===== src/rtl/pong_score_keeper.sv =====
// pong_score_keeper: edge-miss detection, per-player scoring and serve
// sequencing for the pong game core. Every output is registered; the
// state output is the FSM state register itself.
module pong_score_keeper #(
    parameter int SCREEN_WIDTH = 200,
    parameter int WIN_SCORE    = 9,
    parameter int HOLD_TICKS   = 16
) (
    input  logic       clk,
    input  logic       reset,
    input  logic       tick,
    input  logic [7:0] ball_x,
    input  logic       score_clear,
    output logic       serve,
    output logic       point_left,
    output logic       point_right,
    output logic [3:0] score_left,
    output logic [3:0] score_right,
    output logic       game_over,
    output logic       winner,
    output logic [1:0] state
);

    typedef enum logic [1:0] {
        S_SERVE = 2'd0,
        S_PLAY  = 2'd1,
        S_HOLD  = 2'd2,
        S_OVER  = 2'd3
    } state_t;

    localparam logic [7:0] EDGE_X    = 8'(SCREEN_WIDTH - 1);
    localparam logic [3:0] WIN_VAL   = 4'(WIN_SCORE);
    localparam logic [7:0] HOLD_LOAD = 8'(HOLD_TICKS - 1);

    state_t     cur_state, nxt_state;
    logic [7:0] hold_cnt, nxt_hold;
    logic [3:0] nxt_score_l, nxt_score_r;
    logic [3:0] inc_l, inc_r;
    logic       nxt_serve, nxt_pt_l, nxt_pt_r, nxt_over, nxt_winner;

    assign state = cur_state;
    assign inc_l = score_left + 4'd1;
    assign inc_r = score_right + 4'd1;

    // State and every output register; reset wins over everything else.
    always_ff @(posedge clk) begin
        if (reset) begin
            cur_state   <= S_SERVE;
            hold_cnt    <= 8'd0;
            serve       <= 1'b0;
            point_left  <= 1'b0;
            point_right <= 1'b0;
            score_left  <= 4'd0;
            score_right <= 4'd0;
            game_over   <= 1'b0;
            winner      <= 1'b0;
        end else begin
            cur_state   <= nxt_state;
            hold_cnt    <= nxt_hold;
            serve       <= nxt_serve;
            point_left  <= nxt_pt_l;
            point_right <= nxt_pt_r;
            score_left  <= nxt_score_l;
            score_right <= nxt_score_r;
            game_over   <= nxt_over;
            winner      <= nxt_winner;
        end
    end

    // Next state and next output values; score_clear overrides tick handling.
    always_comb begin
        nxt_state   = cur_state;
        nxt_hold    = hold_cnt;
        nxt_serve   = 1'b0;
        nxt_pt_l    = 1'b0;
        nxt_pt_r    = 1'b0;
        nxt_score_l = score_left;
        nxt_score_r = score_right;
        nxt_over    = game_over;
        nxt_winner  = winner;

        if (score_clear) begin
            nxt_state   = S_SERVE;
            nxt_hold    = 8'd0;
            nxt_score_l = 4'd0;
            nxt_score_r = 4'd0;
            nxt_over    = 1'b0;
            nxt_winner  = 1'b0;
        end else begin
            case (cur_state)
                S_SERVE: begin
                    nxt_serve = 1'b1;
                    nxt_state = S_PLAY;
                end
                S_PLAY: begin
                    if (tick && ball_x == 8'd0) begin
                        // Left player missed: point to the right.
                        nxt_score_r = inc_r;
                        nxt_pt_r    = 1'b1;
                        if (inc_r == WIN_VAL) begin
                            nxt_state  = S_OVER;
                            nxt_over   = 1'b1;
                            nxt_winner = 1'b1;
                        end else begin
                            nxt_state = S_HOLD;
                            nxt_hold  = HOLD_LOAD;
                        end
                    end else if (tick && ball_x == EDGE_X) begin
                        // Right player missed: point to the left.
                        nxt_score_l = inc_l;
                        nxt_pt_l    = 1'b1;
                        if (inc_l == WIN_VAL) begin
                            nxt_state  = S_OVER;
                            nxt_over   = 1'b1;
                            nxt_winner = 1'b0;
                        end else begin
                            nxt_state = S_HOLD;
                            nxt_hold  = HOLD_LOAD;
                        end
                    end
                end
                S_HOLD: begin
                    // ball_x ignored here so a parked ball cannot rescore.
                    if (tick) begin
                        if (hold_cnt == 8'd0) nxt_state = S_SERVE;
                        else                  nxt_hold  = hold_cnt - 8'd1;
                    end
                end
                default: ;  // S_OVER: frozen until clear or reset
            endcase
        end
    end

endmodule


===== config.mk =====
export PLATFORM = sky130hd
export DESIGN_NAME = pong_score_keeper
export DESIGN_NICKNAME = d
export VERILOG_FILES = /design/src/rtl/pong_score_keeper.sv
export SDC_FILE = /design/constraint.sdc
export NUM_CORES = 1
export LEC_CHECK = 0
export BUFFER_PORTS_ARGS = -buffer_cell sky130_fd_sc_hd__buf_2
export CAP_MARGIN = 20
export CORE_MARGIN = 3
export CORE_UTILIZATION = 57
export DETAILED_ROUTE_END_ITERATION = 10
export GPL_TIMING_DRIVEN = 0
export PLACE_DENSITY = 0.87
export SKIP_LAST_GASP = 1
export SLEW_MARGIN = 20
export SYNTH_ARGS = -nofsm -noshare
export SYNTH_HDL_FRONTEND = slang
export SYNTH_SLANG_ARGS = --single-unit
export TNS_END_PERCENT = 1

===== constraint.sdc =====
create_clock -name clk -period 3.6 [get_ports clk]
set_clock_uncertainty 0.05 [all_clocks]
set_input_delay 0.36 -clock clk [delete_from_list [all_inputs] [get_ports clk]]
set_output_delay 0.36 -clock clk [all_outputs]
set_load 0.01 [all_outputs]

Word-level counts from Yosys, hierarchy flattened

Cells that the tools add are included.
W data, S select, Z words.

Flip-flop bits (word level): 23
Latch bits: 0
RAM bits: 0
ROM bits: 0
Input bits: 12
Output and inout bits: 15
Logic and storage cells: 67
Memories kept: 0

$add $sub $neg: 3
Multiply operators: 0
Div/mod/pow operators: 0
Magnitude comparators: 0
Equal/unequal tests: 12
Shift-type cells: 0
Muxes and demuxes: 24
Bitwise logic cells: 2
Reduce and logical (&&, ||, !) cells: 17

Operator list:

| kind                  | number |
|---|---|
| $mux W8               | 6 |
| $logic_not A8 Y1      | 2 |
| $pmux W8 S2           | 1 |
| $mux W1               | 12 |
| $ne A3 B3 Y1 const B  | 3 |
| $add A4 B1 Y4 const B | 2 |
| $eq A4 B4 Y1 const B  | 2 |
| $eq A8 B8 Y1 const B  | 1 |
| $mux W2               | 4 |
| $reduce_and A4 Y1     | 2 |
| $sub A8 B1 Y8 const B | 1 |
| $ne A2 B2 Y1 const B  | 3 |
| $pmux W2 S3           | 1 |
| $reduce_and A6 Y1     | 1 |
| $reduce_bool A2 Y1    | 3 |
| $reduce_or A4 Y1      | 1 |
| $reduce_and A3 Y1     | 1 |
| $reduce_bool A3 Y1    | 1 |
| $reduce_or A3 Y1      | 1 |
| $eq A2 B1 Y1 const B  | 1 |
| $eq A2 B2 Y1 const B  | 1 |
| $logic_and A1 B1 Y1   | 2 |
| $logic_not A2 Y1      | 1 |
| $ne A2 B1 Y1 const B  | 1 |
| other kinds (3)       | 4 |

Depth between registers and ports, before layout

Gate-level depths: netlist of the first run.

Depth in word-level cells: 6
Gate-level depth with buffers: 7
Depth with buffers taken out: 7

Least setup slack after synthesis of the first run

No wires, ideal clock.

Path kind: input port to flip-flop
Start point: in ball_x[3]
End point: reg score_right[3]
Library setup time: 0.128 ns
Arrival: 1.652 ns
Data required time: 3.422 ns
Setup slack: 1.771 ns
Cell stages on the path: 5
Path buffers: 0
Cell sequence: or4b_4 > nor4_4 > nand4_1 > xor2_1 > nor2_1

Word-level cells in the longest chain between the ends: 3

Ends and longest elaborated chain:

| item                        | RTL line | source |
|---|---|---|
| start, declared             | 12       | `input logic [7:0] ball_x,` |
| $logic_not A8 Y1            | 96       | `if (tick && ball_x == 8'd0) begin` |
| $logic_and A1 B1 Y1         | 96       |  |
| $reduce_and A2 Y1 (no line) | -        |  |
| end signal, assigned        | 64       | `score_right <= nxt_score_r;` |
| end, declared               | 18       | `output logic [3:0] score_right,` |

Every way passes these cells.
A chain may end at the register's enable or synchronous reset.

Final worst setup path of the first run

Start point: reg cur_state[1], in the netlist state[1]
End point: reg hold_cnt[0]

Word-level cells in the longest chain between the ends: 3
Elaborated cells on any way between the ends: 10
Those cells by class: eq/ne (7); mux (1); reduce/logical (2)

Ends and longest elaborated chain:

| item                                                | RTL line | source |
|---|---|---|
| start, declared                                     | 35       | `state_t cur_state, nxt_state;` |
| start signal, assigned                              | 58       | `cur_state <= nxt_state;` |
| $eq A2 B1 Y1 / $eq A2 B2 Y1 (equally long branches) | 90       | `case (cur_state)` |
| $ne A3 B3 Y1 (no line) (tied with other cells)      | -        |  |
| $reduce_and A6 Y1 (no line)                         | -        |  |
| end signal, assigned                                | 59       | `hold_cnt <= nxt_hold;` |
| end, declared                                       | 36       | `logic [7:0] hold_cnt, nxt_hold;` |

Parallel ways exist; a longest one is shown, timed or not.

==> out/results.ini, run 1 <==
[run_status]
status = complete, no violations

[layout]
layout-drive-gt1-share = 0.213
antenna_cells = 0
syn2layout_area_growth_pct = 15.6
finalCoreUtilization = 0.708
nFillCells = 185
nets = 193
layout_commonest_cell = buf_2
final_area_mm2 = 0.00142
final_cell_mix = buf_2 (26), dfxtp_1 (23), nor2_1 (15), nand2_1 (14), a21oi_1 (12)

[setup_path]
slowest_delay_ps = 490
worstPathArrival_ps = 2180
critical_path.most_common_cell = a21oi_1
critPathBufInv = 1
r2r_end = hold_cnt[0]
crit_path_start_kind = flip-flop
rr_startpoint = state[1]
required_ps = 3760
endpoint_kind = flip-flop
reg2reg_setup_slack_ps = 1590
crit_family = compound AO/OA/AOI/OAI gates
cp_cell_sequence = nor2b_1 > clkbuf_1 > nand2_1 > a21oi_1 > a21oi_1 > o31a_1
r2r_cells = 6
crit_start = state[1]
crit_fanout = 8
setup.worst_path.class = flip-flop to flip-flop
crit_path_top_delay_cell = a21oi_1

[min_path]
min_to = hold_cnt[1]
worstHoldStart = score_clear
hold_depth = 3
min_path_type = primary input to flip-flop

[placed_design]
dpl_cell_area_mm2 = 0.00139
hpwlAfterDp_um = 2010
gp_congestion = 0.886
io_buffers = 26

[timing]
whs_ps = 357
fin_crit_ps = 2010
timing.setup.tns_ps = 0
worst_slew_pin_slew_ps = 580
finalCritPeriodShare = 0.560
rsz0062_at_grt = no
finalMaxSlewViolations = 0
fmax_mhz = 496
max_slew_margin = 0.608
setup_viol = 0
finalHoldViolCount = 0

[job]
drv_cap = 0

[global_route]
gr-usage-met1 = 0.272
grt.busiest_layer = met2
grt_antenna_before_repair = 0
grt_overflow = 0
gr-usage-met3 = 0.0541
grt_pass1_vias = 1145
gr-usage-all-layers = 0.234
met2_usage = 0.419
grt_max_degree = 14
grt_pass1_wl_um = 4870

[clock_network]
clock-sinks = 23
insertion_delay_ps = 310
clock_path_buffers = 2
cts_tree = done
cts_setup_buffers = 0
clk_root_buffer_cell = clkbuf_4
path_clk_slew_ps = 130
cts_resized = 0
hold_buffers = 0
cts_buffers = 3
htreeDepth = 1

[die]
initial_core_util = 0.612
coreArea_mm2 = 0.00200
dieHeight_um = 52.4
floorplan.die_area_mm2 = 0.00274
ios = 27
dieWidth_um = 52.4
rows = 16

[route]
final_antenna_net_count = 0
vias = 1125
drc = 0
first_iter_violations = 17
wl_um = 2670
viasPerCell = 5.60
post_drt_wl_per_cell_um = 13.3
first_pass_iters = 4

[logic_synthesis]
synth_nets = 162
post-synth-top-area-cell = dfxtp_1
ys_seq_area_frac = 0.376
syn_area_mm2 = 0.00123
synth.avg_cell_area_um2 = 8.52
synth.distinct_cells = 35
synth_cells = 144
ys_warn_count = 0
ys_seq_elements = 23
synth_area_leaders = dfxtp_1 (38%), ha_1 (6.1%), a21oi_1 (4.9%)
synth_top_area_frac = 0.376

[power]
pwr_density_cell_mw_per_mm2 = 282
power.leakage_nw = 0.592
vdd_drop_max_uv = 245

-- kinds of logic (layout without fill, tap and decap cells) --
family / count (synthesis) / count (layout) / synth area share
and+or+nand+nor: 62 / 62 / 0.290
AOI/OAI and AO/OA: 32 / 32 / 0.170
DFF: 23 / 23 / 0.376
buffers and inverters: 12 / 42 / 0.0367
xor gates and xnor gates: 7 / 7 / 0.0500
adders and majority gates: 6 / 6 / 0.0612
muxes: 2 / 2 / 0.0163
-- cells in the mapped netlist --
master and n:
nor2b_1 1, nor4_4 2, or2b_1 1, nor3_1 6, clkbuf_1 3, and2_2 1
o22ai_1 4, a21boi_2 1, o221ai_1 1, o31ai_1 1, or4_1 1, a21bo_2 1
xor2_1 5, or2_2 1, o211ai_1 2, nand4bb_1 2, mux2i_1 2, xnor2_1 2
nand4_1 3, nand2_1 14, o21ai_0 5, o31a_1 3, nand3_1 9, or4b_4 1
o211a_1 1, ha_1 6, nor2_1 15, o311a_1 1, nor4_1 1, dfxtp_1 23
nor4b_1 3, and2_1 1, a21oi_1 12, buf_1 1, inv_1 8
-- sequential cells by signal (all words and copies together) (netlist names) --
signal,cells
score_right,4
point_right,1
game_over,1
winner,1
score_left,4
state,2
serve,1
hold_cnt,8
point_left,1
-- routing by layer --
metal | up-vias | wire length (µm)
li1 | 580 | -
met2 | 30 | 1280
met5 | - | 0
met4 | 0 | 28
met1 | 511 | 1200
met3 | 4 | 154
-- worst min-delay path, stage by stage --
cell	delay, ps
buf_2	90
nor2_1	110
o311a_1	130
-- final cells by class --
type / count / area [µm²] / share of cell area
Multi-Input combinational cell: 109 / 721 / 0.508
Clock buffer: 3 / 22.5 / 0.0159
Clock inverter: 1 / 5.00 / 0.00353
Inverter: 8 / 30.0 / 0.0212
Timing Repair Buffer: 26 / 130 / 0.0918
Tap cell: 27 / 33.8 / 0.0238
Buffer: 4 / 15.0 / 0.0106
Sequential cell: 23 / 460 / 0.325
-- report_power, final --
| group | internal (mW) | switching [mW] |
|---|---|---|
| clock | 0.0415 | 0.0780 |
| sequential | 0.256 | 0.000871 |
| combinational | 0.00889 | 0.0146 |
-- worst max path at each step --
| stage | slack (ps) | endpoint | cells after the start |
|---|---|---|---|
| finish | 1590 | hold_cnt[0] | 6 |
| global route | 1430 | hold_cnt[5] | 6 |
| CTS | 1590 | hold_cnt[0] | 6 |
| detailed placement | 1530 | hold_cnt[6] | 6 |
| global placement | 1530 | score_right[3] | 6 |
| floorplan | 1770 | score_right[3] | 5 |
-- per-stage QoR --
step                std cells  setup WS (ps)  total power, mW
floorplan                 144           1770            0.274
global placement          197           1530            0.285
detailed placement        197           1530            0.286
CTS                       201           1590            0.402
global route              201           1430            0.418
finish                    201           1590            0.400
No activity file was read; power rests on OpenSTA's default activity.
==> run 2, diff against run 1 <==
ABC_AREA = 1   (was unset)
CORE_UTILIZATION = 49   (was 57)
PLACE_DENSITY = 0.79   (was 0.87)
clock period = 1.73 ns   (was 3.6 ns; I/O delays follow)
==> run 2 against run 1 <==
Compared with the run above: utilization fell by 5.5 points; register-to-register slack worse by 1500 ps; setup slack worse by 1500 ps; largest power group unchanged; synthesized cell count up 41%.
==> out/results.ini, run 2 <==
[layout]
top_regs = hold_cnt x8, score_left x4, score_right x4
layout-drive-gt1-share = 0.267
syn2layout_area_growth_pct = 21.3
largest_reg_flops = 8
antenna_cells = 0
layout_commonest_cell = nand2_1
regMostFlops = hold_cnt
finalCoreUtilization = 0.653
final_cell_mix = nand2_1 (38), inv_1 (27), nor2_1 (27), buf_2 (27)
nets = 259
final_area_mm2 = 0.00169

[logic_synthesis]
synth_ff_type = dfxtp_1
ys_seq_elements = 23
synth.avg_cell_area_um2 = 6.87
synth_nets = 221
ys_seq_area_frac = 0.330
post-synth-top-area-cell = dfxtp_1
ys_warn_count = 0
synth_top_area_frac = 0.330
syn_area_mm2 = 0.00139
synth_common_cells = nand2_1 (38), nor2_1 (29), inv_1 (27), dfxtp_1 (23), nand3_1 (19)
synth_area_leaders = dfxtp_1 (33%), nand2_1 (10%), nor2_1 (7.8%)
synthArstFlopShare = 0
synth_cells = 203
synth_edf_count = 0
synth.most_common_cell = nand2_1
synth.distinct_cells = 27

[route]
viasPerCell = 5.17
first_pass_iters = 4
first_iter_violations = 52
drc = 0
final_antenna_net_count = 0
post_drt_wl_per_cell_um = 11.7
wl_um = 3160
vias = 1396

[clock_network]
clk_root_buffer_cell = clkbuf_4
hold_buffers = 0
clock_path_buffers = 2
htreeDepth = 1
insertion_delay_ps = 310
path_clk_slew_ps = 120
cts_buffers = 3
clock-sinks = 23
cts_tree = done

[die]
floorplan.die_area_mm2 = 0.00352
initial_core_util = 0.538
ios = 27
dieWidth_um = 59.3
coreArea_mm2 = 0.00259
dieHeight_um = 59.3
rows = 18

[setup_path]
cp_cell_sequence = buf_4 > buf_4 > nand3_1 > nand2_1 > nand2_1 > nand3_1 > nand2_2 > nand2_4 > clkbuf_16 > a21oi_1 > nor2_1
crit_start = score_right[0]
crit_fanout = 6
required_ps = 1900
crit_path_top_delay_cell = dfxtp_4
slowest_delay_ps = 370
crit_path_start_kind = flip-flop
r2r_cells = 11
path_depth = 11
rr_startpoint = score_right[0]
setup.worst_path.class = flip-flop to flip-flop
worstPathArrival_ps = 1820
critPathBufInv = 3
crit_family = simple AND/OR/NAND/NOR gates
endpoint_kind = flip-flop

[placed_design]
gp_congestion = 0.812
dpl_cell_area_mm2 = 0.00156
io_buffers = 26
hpwlAfterDp_um = 2110

[min_path]
hold_depth = 4
min_path_type = primary input to flip-flop
worstHoldStart = score_clear

[global_route]
gr-usage-met1 = 0.234
gr-usage-all-layers = 0.173
grt_max_degree = 13
met2_usage = 0.270
gr-usage-met3 = 0.0261
grt_pass1_vias = 1146
grt_pass1_wl_um = 4730
grt.busiest_layer = met2
grt_overflow = 0
grt_antenna_before_repair = 0

[timing]
fin_crit_ps = 1650
finalCritPeriodShare = 0.953
rsz0062_at_grt = yes
finalHoldViolCount = 0
worst_slew_pin_slew_ps = 555
max_slew_margin = 0.630
finalMaxSlewViolations = 0
fmax_mhz = 607
setup_viol = 0

[power]
vdd_drop_max_uv = 442
power.leakage_nw = 0.769
pwr_density_cell_mw_per_mm2 = 538

[run_status]
status = complete, no violations

[job]
drv_cap = 0

run 2: power breakdown:
part,total (mW),internal (mW),switching [mW]
Combinational,0.120,0.0447,0.0752
Sequential,0.539,0.532,0.00655
Clock,0.250,0.0902,0.160
run 2: final timing paths:
check	slack, ps	endpoint
setup / recovery	80	hold_cnt[4]
setup reg to reg	80	hold_cnt[4]
hold / removal	70	score_left[2]
hold reg to reg	410	game_over
run 2: final cells by class:
class | count | area [µm²]
Buffer | 4 | 35.0
Tap cell | 30 | 37.5
Sequential cell | 23 | 473
Clock buffer | 4 | 26.3
Inverter | 29 | 109
Fill cell | 236 | 900
Multi-Input combinational cell | 147 | 810
Timing Repair Buffer | 33 | 200
run 2: worst min-delay path, delay by kind of cell:
family,cells,cell delay (ps)
and+or+nand+nor,1,40
buffers and inverters,1,70
AOI/OAI and AO/OA,2,110
run 2: metal layers:
metal / part of all wire / routed length, µm
met3: 0.048 / 151
met2: 0.45 / 1430
met4: 0.019 / 61
met1: 0.48 / 1520
met5: 0 / 0
run 2: metrics by stage:
step / TNS [ps] / hold WS [ps] / power (mW) / instances / setup slack (ps)
after global routing: -56.5 / 72.6 / 0.958 / 270 / -20.9
after CTS: 0 / 65.2 / 0.920 / 263 / 43.5
after floorplan: 0 / 302 / 0.636 / 203 / 161
after global placement: 0 / 386 / 0.669 / 259 / 68.3
after detailed placement: 0 / 395 / 0.670 / 259 / 71.8
final: 0 / 71.7 / 0.909 / 270 / 81.5
run 2: timing repair:
item / CTS / global route
resized for setup: 0 / 13
setup endpoints to repair: 0 / 9
hold endpoints to repair: 0 / 0
buffers inserted: 0 / 6
run 2: logic make-up after synthesis:
logic type	count (synthesis)	share of synthesized area
AND/OR/NAND/NOR	107	0.373
buffers and inverters	33	0.101
AO/OA/AOI/OAI	32	0.130
flip-flops	23	0.330
adder cells (fa/ha/maj)	6	0.0539
XOR/XNOR	2	0.0126
